===== src/rtl/axi_mem_arbiter.sv =====
// Two-master to one-slave AXI-lite arbiter: I/D cache reads share the read path
// round-robin, D-cache writes use an independent write path. One outstanding op per path.
module axi_mem_arbiter #(
  parameter int ADDR_W = 32,
  parameter int DATA_W = 32
) (
  input  logic                ACLK,
  input  logic                ARESET,
  input  logic                I_AR_VALID,
  input  logic [ADDR_W-1:0]   I_AR_ADDR,
  output logic                I_AR_READY,
  output logic                I_R_VALID,
  output logic [DATA_W-1:0]   I_R_DATA,
  input  logic                I_R_READY,
  input  logic                D_AR_VALID,
  input  logic [ADDR_W-1:0]   D_AR_ADDR,
  output logic                D_AR_READY,
  output logic                D_R_VALID,
  output logic [DATA_W-1:0]   D_R_DATA,
  input  logic                D_R_READY,
  input  logic                D_AW_VALID,
  input  logic [ADDR_W-1:0]   D_AW_ADDR,
  output logic                D_AW_READY,
  input  logic                D_W_VALID,
  input  logic [DATA_W-1:0]   D_W_DATA,
  input  logic [DATA_W/8-1:0] D_W_STRB,
  output logic                D_W_READY,
  output logic                D_B_VALID,
  input  logic                D_B_READY,
  output logic                M_AR_VALID,
  output logic [ADDR_W-1:0]   M_AR_ADDR,
  input  logic                M_AR_READY,
  input  logic                M_R_VALID,
  input  logic [DATA_W-1:0]   M_R_DATA,
  output logic                M_R_READY,
  output logic                M_AW_VALID,
  output logic [ADDR_W-1:0]   M_AW_ADDR,
  input  logic                M_AW_READY,
  output logic                M_W_VALID,
  output logic [DATA_W-1:0]   M_W_DATA,
  output logic [DATA_W/8-1:0] M_W_STRB,
  input  logic                M_W_READY,
  input  logic                M_B_VALID,
  output logic                M_B_READY
);

  localparam int STRB_W = DATA_W / 8;

  typedef enum logic [1:0] {R_IDLE, R_ADDR, R_DATA} r_state_t;
  typedef enum logic [1:0] {W_IDLE, W_SEND, W_RESP} w_state_t;

  r_state_t            r_state_reg, r_state_next;
  logic                grant_i_reg, grant_i_next;   // 1 = I-cache owns the read path
  logic                last_i_reg, last_i_next;     // 1 = last completed read was I
  logic [ADDR_W-1:0]   ar_addr_reg, ar_addr_next;

  w_state_t            w_state_reg, w_state_next;
  logic [ADDR_W-1:0]   aw_addr_reg, aw_addr_next;
  logic [DATA_W-1:0]   w_data_reg, w_data_next;
  logic [STRB_W-1:0]   w_strb_reg, w_strb_next;
  logic                aw_done_reg, aw_done_next;
  logic                w_done_reg, w_done_next;

  logic                r_data_phase;
  logic [1:0]          r_sel;
  logic [1:0]          r_ready_up;
  logic [1:0]          r_valid_up;
  logic [DATA_W-1:0]   r_data_up [2];

  // ---------------- read path ----------------
  always_comb begin
    r_state_next = r_state_reg;
    grant_i_next = grant_i_reg;
    last_i_next  = last_i_reg;
    ar_addr_next = ar_addr_reg;
    I_AR_READY   = 1'b0;
    D_AR_READY   = 1'b0;
    case (r_state_reg)
      R_IDLE: begin
        // Readies are gated by reset so nothing looks accepted while it is held.
        if (!ARESET && (I_AR_VALID || D_AR_VALID)) begin
          if (I_AR_VALID && (!D_AR_VALID || !last_i_reg)) begin
            I_AR_READY   = 1'b1;
            grant_i_next = 1'b1;
            ar_addr_next = I_AR_ADDR;
          end else begin
            D_AR_READY   = 1'b1;
            grant_i_next = 1'b0;
            ar_addr_next = D_AR_ADDR;
          end
          r_state_next = R_ADDR;
        end
      end
      R_ADDR: if (M_AR_READY) r_state_next = R_DATA;
      R_DATA: begin
        if (M_R_VALID && M_R_READY) begin
          last_i_next  = grant_i_reg;
          r_state_next = R_IDLE;
        end
      end
      default: r_state_next = R_IDLE;
    endcase
  end

  assign M_AR_VALID   = (r_state_reg == R_ADDR);
  assign M_AR_ADDR    = ar_addr_reg;
  assign r_data_phase = (r_state_reg == R_DATA);
  assign r_sel        = {!grant_i_reg, grant_i_reg};
  assign r_ready_up   = {D_R_READY, I_R_READY};
  assign M_R_READY    = r_data_phase && |(r_sel & r_ready_up);

  // Index 0 is the I-cache, index 1 the D-cache; only the owner sees read data.
  genvar gi;
  generate
    for (gi = 0; gi < 2; gi++) begin : g_r_route
      logic sel_here;
      assign sel_here       = r_data_phase && r_sel[gi];
      assign r_valid_up[gi] = sel_here && M_R_VALID;
      assign r_data_up[gi]  = sel_here ? M_R_DATA : '0;
    end
  endgenerate

  assign I_R_VALID = r_valid_up[0];
  assign D_R_VALID = r_valid_up[1];
  assign I_R_DATA  = r_data_up[0];
  assign D_R_DATA  = r_data_up[1];

  always_ff @(posedge ACLK or posedge ARESET) begin
    if (ARESET) begin
      r_state_reg <= R_IDLE;
      grant_i_reg <= 1'b0;
      last_i_reg  <= 1'b0;
      ar_addr_reg <= '0;
    end else begin
      r_state_reg <= r_state_next;
      grant_i_reg <= grant_i_next;
      last_i_reg  <= last_i_next;
      ar_addr_reg <= ar_addr_next;
    end
  end

  // ---------------- write path ----------------
  assign D_AW_READY = !ARESET && (w_state_reg == W_IDLE) && D_AW_VALID && D_W_VALID;
  assign D_W_READY  = D_AW_READY;
  assign M_AW_VALID = (w_state_reg == W_SEND) && !aw_done_reg;
  assign M_W_VALID  = (w_state_reg == W_SEND) && !w_done_reg;
  assign M_AW_ADDR  = aw_addr_reg;
  assign M_W_DATA   = w_data_reg;
  assign M_W_STRB   = w_strb_reg;
  assign D_B_VALID  = (w_state_reg == W_RESP) && M_B_VALID;
  assign M_B_READY  = (w_state_reg == W_RESP) && D_B_READY;

  always_comb begin
    w_state_next = w_state_reg;
    aw_addr_next = aw_addr_reg;
    w_data_next  = w_data_reg;
    w_strb_next  = w_strb_reg;
    aw_done_next = aw_done_reg;
    w_done_next  = w_done_reg;
    case (w_state_reg)
      W_IDLE: begin
        if (D_AW_READY) begin
          aw_addr_next = D_AW_ADDR;
          w_data_next  = D_W_DATA;
          w_strb_next  = D_W_STRB;
          aw_done_next = 1'b0;
          w_done_next  = 1'b0;
          w_state_next = W_SEND;
        end
      end
      W_SEND: begin
        aw_done_next = aw_done_reg || (M_AW_VALID && M_AW_READY);
        w_done_next  = w_done_reg || (M_W_VALID && M_W_READY);
        if (aw_done_next && w_done_next) w_state_next = W_RESP;
      end
      W_RESP: if (M_B_VALID && D_B_READY) w_state_next = W_IDLE;
      default: w_state_next = W_IDLE;
    endcase
  end

  always_ff @(posedge ACLK or posedge ARESET) begin
    if (ARESET) begin
      w_state_reg <= W_IDLE;
      aw_addr_reg <= '0;
      w_data_reg  <= '0;
      w_strb_reg  <= '0;
      aw_done_reg <= 1'b0;
      w_done_reg  <= 1'b0;
    end else begin
      w_state_reg <= w_state_next;
      aw_addr_reg <= aw_addr_next;
      w_data_reg  <= w_data_next;
      w_strb_reg  <= w_strb_next;
      aw_done_reg <= aw_done_next;
      w_done_reg  <= w_done_next;
    end
  end

endmodule


===== config.mk =====
export PLATFORM = sky130hd
export DESIGN_NAME = axi_mem_arbiter
export DESIGN_NICKNAME = d
export VERILOG_FILES = /design/src/rtl/axi_mem_arbiter.sv
export SDC_FILE = /design/constraint.sdc
export NUM_CORES = 1
export LEC_CHECK = 0
export CAP_MARGIN = 30
export CORE_MARGIN = 10
export CORE_UTILIZATION = 25
export CTS_BUF_LIST = sky130_fd_sc_hd__clkbuf_8
export DETAILED_ROUTE_END_ITERATION = 6
export GPL_ROUTABILITY_DRIVEN = 0
export PLACE_DENSITY = 0.6
export SLEW_MARGIN = 5
export SYNTH_ARGS = -nofsm -noshare
export SYNTH_HDL_FRONTEND = slang
export SYNTH_SLANG_ARGS = --single-unit

===== constraint.sdc =====
create_clock -name ACLK -period 3.9 [get_ports ACLK]
set_input_delay 1.17 -clock ACLK [delete_from_list [all_inputs] [get_ports ACLK]]
set_output_delay 1.17 -clock ACLK [all_outputs]
set_load 0.005 [all_outputs]

==> impl_metrics.csv, run 1 <==
group,metric,value,unit
synthesis,synth_area_per_cell,12.5,um^2
clocking,cts_max_level,3,
placement,post-place-ws,-121,ps
setup_path,cp_slowest_stage_delay,570,ps
setup_path,r2r_slack,1100,ps
floorplan,fp.dieW,163,um
clocking,cts.clk_slew.worst_paths,100,ps
clocking,numCtsBuffers,9,
clocking,cts-root-to-sink-buffers,2,
global_routing,overflow,0,
floorplan,die_h,163,um
layout,postLayoutCellArea,0.00918,mm^2
layout,finalNetCount,938,
sta,fin_ws,45.8,ps
synthesis,yosysSeqAreaShare,52.7,%
setup_path,critPathTopFamily,"buffers and inverters",
pwr,vdd_drop_max,0.000235,V
placement,hpwl,16.9,mm
clocking,cts_tree,"built",
sta,slew_viol_final,0,
sta,setup-violations-final,0,
setup_path,arrival,2680,ps
drt,drc,0,
global_routing,track_usage,15.3,%
global_routing,grt_pass1_vias,5161,
outcome,status,"completed",
clocking,cts_num_sinks,108,
setup_path,path_class,"input port to primary output",
layout,final.fill_count,1862,
setup_path,cp_max_fo,3,
setup_path,cp.required,2730,ps
sta,slew_headroom,45.9,%
floorplan,ioPinCount,354,
clocking,root_buffer,"clkbuf_8",
layout,multi_input_area,0.00225,mm^2
layout,antenna_cells,0,
floorplan,initial_utilization,25.4,%
placement,placement.io_buffers,353,
drt,num_vias,4647,
synthesis,synth.net_count,589,
drt,first_iter_violations,161,
setup_path,start_kind,"input port",
sta,rsz0062_at_grt,"false",
worst_hold_path,hold_class,"register to register",
floorplan,die_area,0.0267,mm^2
floorplan,core-area,0.0202,mm^2
drt,detail_route.wl_per_cell,20.6,um
drt,dr.pass1.iters,5,
drt,drtAntennaViolNets,0,
pwr,leakagePower,3.82,nW
drt,vias_per_cell,4.49,
setup_path,path_common_cell,"clkdlybuf4s50_1",
layout,area_delta_synth_final,78.8,%
synthesis,synth_area,0.00513,mm^2
sta,fmax,0.259,GHz
sta,finClkSkew,17.3,ps
setup_path,end_kind,"primary output",
sta,worstMarginPinSlew,811,ps
clocking,clk_latency,390,ps
setup_path,critical_path.cell_chain,"clkdlybuf4s50_1 -> buf_4 -> nor4_4 -> clkdlybuf4s50_1",
floorplan,rows,52,
synthesis,yosysUniqueCellTypes,29,
layout,drive_gt1_share,13.5,%
global_routing,grt_pass1_wl,32.0,mm
clocking,cts-hold-fix-buffers,0,
global_routing,antenna_found_initial,0,
sta,min_period,3850,ps
setup_path,critPathBufInv,3,
global_routing,grt_max_degree,64,
placement,dpl_cell_area,0.00894,mm^2
pwr,pwr_density_cell,614,mW/mm^2
job,drv_cap,0,
setup_path,cpMaxStageDelayCell,"clkdlybuf4s50_1",
sta,period_share,98.8,%
layout,seqCellArea,0.00270,mm^2
drt,wl,21.3,mm
synthesis,synthCells,411,
synthesis,ys_seq_elements,108,
sta,hold_violations,0,
synthesis,yosysWarnings,0,
## per-layer routing
| layer | up-vias | wire length, um | track usage [%] |
|---|---|---|---|
| met1 | 2246 | 7820 | 16.6 |
| met5 | - | 0 | 0 |
| met2 | 256 | 10700 | 26.6 |
| li1 | 2129 | - | - |
| met3 | 16 | 2430 | 6.34 |
| met4 | 0 | 323 | 4.92 |
## layout make-up
type / count / share of cell area [%]
clock buffers: 10 / 1.50
clock inverters: 6 / 0.750
inverters: 3 / 0.164
multi-input cells: 267 / 24.5
flip-flops and latches: 108 / 29.5
well taps: 270 / 3.68
repair buffers: 371 / 40.0
## layout by cell type, fill, tap and decap left out, drive strengths merged, types with 5 or more instances in the layout
cell / synthesis / routed
nor3: 33 / 33
clkdlybuf4s50: 0 / 351
dfrtp: 108 / 108
mux2: 69 / 69
inv: 3 / 5
clkbuf: 19 / 10
buf: 14 / 18
and2: 66 / 66
nand2: 36 / 36
nor2: 7 / 7
a221o: 32 / 32
## cells in the mapped netlist (all sizes together)
| cell type | n | area (um^2) |
|---|---|---|
| nand2 | 36 | 135 |
| and2b | 1 | 7.51 |
| mux2i | 1 | 10.0 |
| buf | 14 | 115 |
| nor3 | 33 | 165 |
| nand2b | 3 | 18.8 |
| o21ai | 4 | 20.0 |
| o22ai | 1 | 6.26 |
| inv | 3 | 11.3 |
| nor2b | 2 | 12.5 |
| nor3b | 2 | 15.0 |
| clkbuf | 19 | 71.3 |
| and3b | 2 | 17.5 |
| mux2 | 69 | 1000 |
| dfrtp | 108 | 2700 |
| nor2 | 7 | 26.3 |
| and3 | 1 | 6.26 |
| nor4 | 1 | 21.3 |
| and2 | 66 | 413 |
| or3 | 1 | 6.26 |
| a221o | 32 | 320 |
| a21o | 1 | 7.51 |
| a21oi | 4 | 20.0 |
## power breakdown
group / leakage (nW) / switching [mW] / internal (mW)
logic: 2.40 / 0.945 / 1.93
registers: 1.30 / 0.347 / 1.67
clock network: 0.109 / 0.418 / 0.322
total: 3.82 / 1.71 / 3.92
## metrics by stage
| stage | hold slack (ps) | util (%) | instances | power, mW | TNS (ps) |
|---|---|---|---|---|---|
| floorplan | 483 | - | 411 | 3.09 | 0 |
| global placement | 470 | 44.2 | 1016 | 4.88 | -79.3 |
| detailed placement | 477 | 44.2 | 1016 | 4.94 | -266 |
| CTS | 503 | 45.3 | 1033 | 5.72 | 0 |
| global route | 528 | 45.3 | 1035 | 5.97 | 0 |
| finish | 500 | 45.3 | 1035 | 5.63 | 0 |
## cells by family after synthesis
family / Yosys count / share of synthesized area (%)
AND/OR/NAND/NOR: 155 / 16.5
flip-flops: 108 / 52.7
multiplexers: 70 / 19.7
AO/OA/AOI/OAI: 42 / 7.29
buffers and inverters: 36 / 3.85
## worst paths after layout
kind,startpoint,endpoint,cells after the start
hold reg to reg,M_W_STRB[2],M_W_STRB[2],1
setup / recovery,ARESET,D_W_READY,4
hold / removal,M_W_STRB[2],M_W_STRB[2],1
setup reg to reg,w_state_reg[1],M_W_DATA[0],6
min in group asynchronous,ARESET,M_AR_ADDR[23],4
max in group asynchronous,ARESET,M_AW_ADDR[19],4
## timing repair
item                                    4_1_cts  5_1_grt
resized for setup                             4        0
setup buffers                                 1        2
endpoints found under the setup margin        3        1
pin swaps                                     2        1
Power figures use the tool's default switching activity.
==> run 2: changes to the inputs <==
--- a/config.mk
+++ b/config.mk
@@ -6,11 +6,12 @@
 export NUM_CORES = 1
 export LEC_CHECK = 0
 export CAP_MARGIN = 30
-export CORE_MARGIN = 10
+export CORE_MARGIN = 3
 export CORE_UTILIZATION = 25
 export CTS_BUF_LIST = sky130_fd_sc_hd__clkbuf_8
 export DETAILED_ROUTE_END_ITERATION = 6
 export GPL_ROUTABILITY_DRIVEN = 0
+export HOLD_SLACK_MARGIN = 0.03
 export PLACE_DENSITY = 0.6
 export SLEW_MARGIN = 5
 export SYNTH_ARGS = -nofsm -noshare
==> run 2 against run 1 <==
  * Final cell count fell by 0.68%
  * First-iteration DRC count shrank 19%
  * Sequential power about the same
  * Critical path type unchanged
  * Global-route usage grew 1.9 points
  * Via count fell by 1.9%
  * Critical endpoint is now D_AW_READY
  * Largest power group unchanged
==> impl_metrics.csv, run 2 (synthesis results as in run 1) <==
group,metric,value,unit
clocking,cts.clk_slew.worst_paths,110,ps
clocking,root_buffer,"clkbuf_8",
setup_path,path_class,"input port to primary output",
sta,rsz0062_at_grt,"false",
layout,drive_gt1_share,13.2,%
floorplan,die_h,149,um
clocking,cts-hold-fix-buffers,0,
global_routing,antenna_found_initial,0,
setup_path,end_kind,"primary output",
clocking,cts_max_level,3,
drt,vias_per_cell,4.43,
sta,period_share,96.6,%
sta,hold_violations,0,
setup_path,arrival,2600,ps
placement,post-place-ws,-97.3,ps
setup_path,cp.required,2730,ps
sta,setup-violations-final,0,
floorplan,ioPinCount,354,
setup_path,cp_max_fo,3,
placement,hpwl,15.3,mm
sta,finClkSkew,11.9,ps
floorplan,fp.dieW,149,um
global_routing,track_usage,17.2,%
sta,fmax,0.265,GHz
job,drv_cap,0,
setup_path,start_kind,"input port",
pwr,vdd_drop_max,0.000310,V
sta,slew_viol_final,0,
clocking,cts_num_sinks,108,
drt,wl,19.6,mm
layout,antenna_cells,0,
layout,instances_no_fill,1028,
floorplan,initial_utilization,25.9,%
global_routing,overflow,0,
pwr,seqPwrFrac,36.2,%
sta,hold_ws,506,ps
layout,seqCellArea,0.00270,mm^2
worst_hold_path,hold_class,"register to register",
global_routing,grt_pass1_wl,29.5,mm
drt,num_vias,4557,
layout,multi_input_area,0.00225,mm^2
sta,worstMarginPinSlew,768,ps
clocking,cts-root-to-sink-buffers,2,
placement,dpl_cell_area,0.00896,mm^2
drt,detail_route.wl_per_cell,19.1,um
layout,final.fill_count,1827,
sta,slew_headroom,48.8,%
drt,drc,0,
placement,dp_cells,1012,
sta,fin_ws,132,ps
sta,finalSetupTns,0,ps
floorplan,core-area,0.0198,mm^2
pwr,leakagePower,3.81,nW
clocking,cts_tree,"built",
layout,area_delta_synth_final,78.7,%
global_routing,grt_pass1_vias,5010,
pwr,p_int,3.85,mW
setup_path,cp_slowest_stage_delay,570,ps
layout,finalNetCount,936,
pwr,power.switching,1.68,mW
setup_path,critical_path.cell_chain,"clkdlybuf4s50_1 -> buf_4 -> nor4_4 -> clkdlybuf4s50_1",
global_routing,grt_max_degree,46,
layout,final_cell_mix,"clkdlybuf4s50_1 (351), dfrtp_1 (108), and2_1 (66)",
pwr,combPwrFrac,51.1,%
pwr,pwr_density_cell,603,mW/mm^2
drt,drtAntennaViolNets,0,
setup_path,cpMaxStageDelayCell,"clkdlybuf4s50_1",
layout,layout_commonest_cell,"clkdlybuf4s50_1",
clocking,numCtsBuffers,9,
pwr,p_clk_share,12.6,%
sta,min_period,3770,ps
drt,first_iter_violations,130,
pwr,swShare,30.4,%
layout,postLayoutCellArea,0.00917,mm^2
floorplan,die_area,0.0223,mm^2
placement,placement.io_buffers,353,
clocking,clk_latency,380,ps
floorplan,rows,51,
setup_path,path_common_cell,"clkdlybuf4s50_1",
drt,dr.pass1.iters,4,
outcome,status,"completed",
## run 2: path summary, 6_finish.rpt
check	startpoint	to	slack, ps	depth (start not counted)
setup reg to reg	w_state_reg[1]	M_AW_ADDR[4]	1440	4
min in group asynchronous	ARESET	M_AR_ADDR[8]	1300	3
hold / removal	M_W_STRB[1]	M_W_STRB[1]	510	1
hold reg to reg	M_W_STRB[1]	M_W_STRB[1]	510	1
setup / recovery	ARESET	D_AW_READY	130	4
max in group asynchronous	ARESET	M_AW_ADDR[4]	2020	4
## run 2: metrics by stage
stage / utilization [%] / power [mW]
finish: 46.4 / 5.53
floorplan: - / 3.09
global route: 46.4 / 5.89
detailed placement: 45.3 / 4.87
CTS: 46.4 / 5.61
global placement: 45.3 / 4.82
## run 2: power groups by stage
stage | Sequential (mW) | Combinational (mW) | Clock (mW)
final | 2.00 | 2.83 | 0.699
after CTS | 2.00 | 2.87 | 0.739
after detailed placement | 2.02 | 2.85 | 0
after floorplan | 2.02 | 1.07 | 0
after global routing | 2.07 | 3.03 | 0.778
after global placement | 2.00 | 2.83 | 0
## run 2: repair_timing
| item | 4_1_cts | 5_1_grt |
|---|---|---|
| gates resized for setup | 4 | 0 |
| setup buffers | 0 | 0 |
| endpoints found under the setup margin | 2 | 0 |
## run 2: final cells by class
class / count / share of cell area (%)
Tap cell: 265 / 3.62
Clock buffer: 9 / 1.35
Timing Repair Buffer: 369 / 40.1
Multi-Input combinational cell: 267 / 24.5
Sequential cell: 108 / 29.5
Inverter: 3 / 0.164
Clock inverter: 7 / 0.805
## run 2: layer usage
| metal | GRT usage (%) | wire [um] | vias up | share of wire, % |
|---|---|---|---|---|
| met4 | 5.49 | 426 | 0 | 2.2 |
| met1 | 20.4 | 7760 | 2154 | 40 |
| met2 | 29.8 | 9680 | 251 | 49 |
| met5 | 0 | 0 | - | 0 |
| met3 | 5.17 | 1740 | 24 | 8.9 |
| li1 | - | - | 2128 | - |
## run 2: critical path: cells and delay by family
| family | cells | cell delay (ps) |
|---|---|---|
| buf+inv | 3 | 1150 |
| simple gates | 1 | 270 |
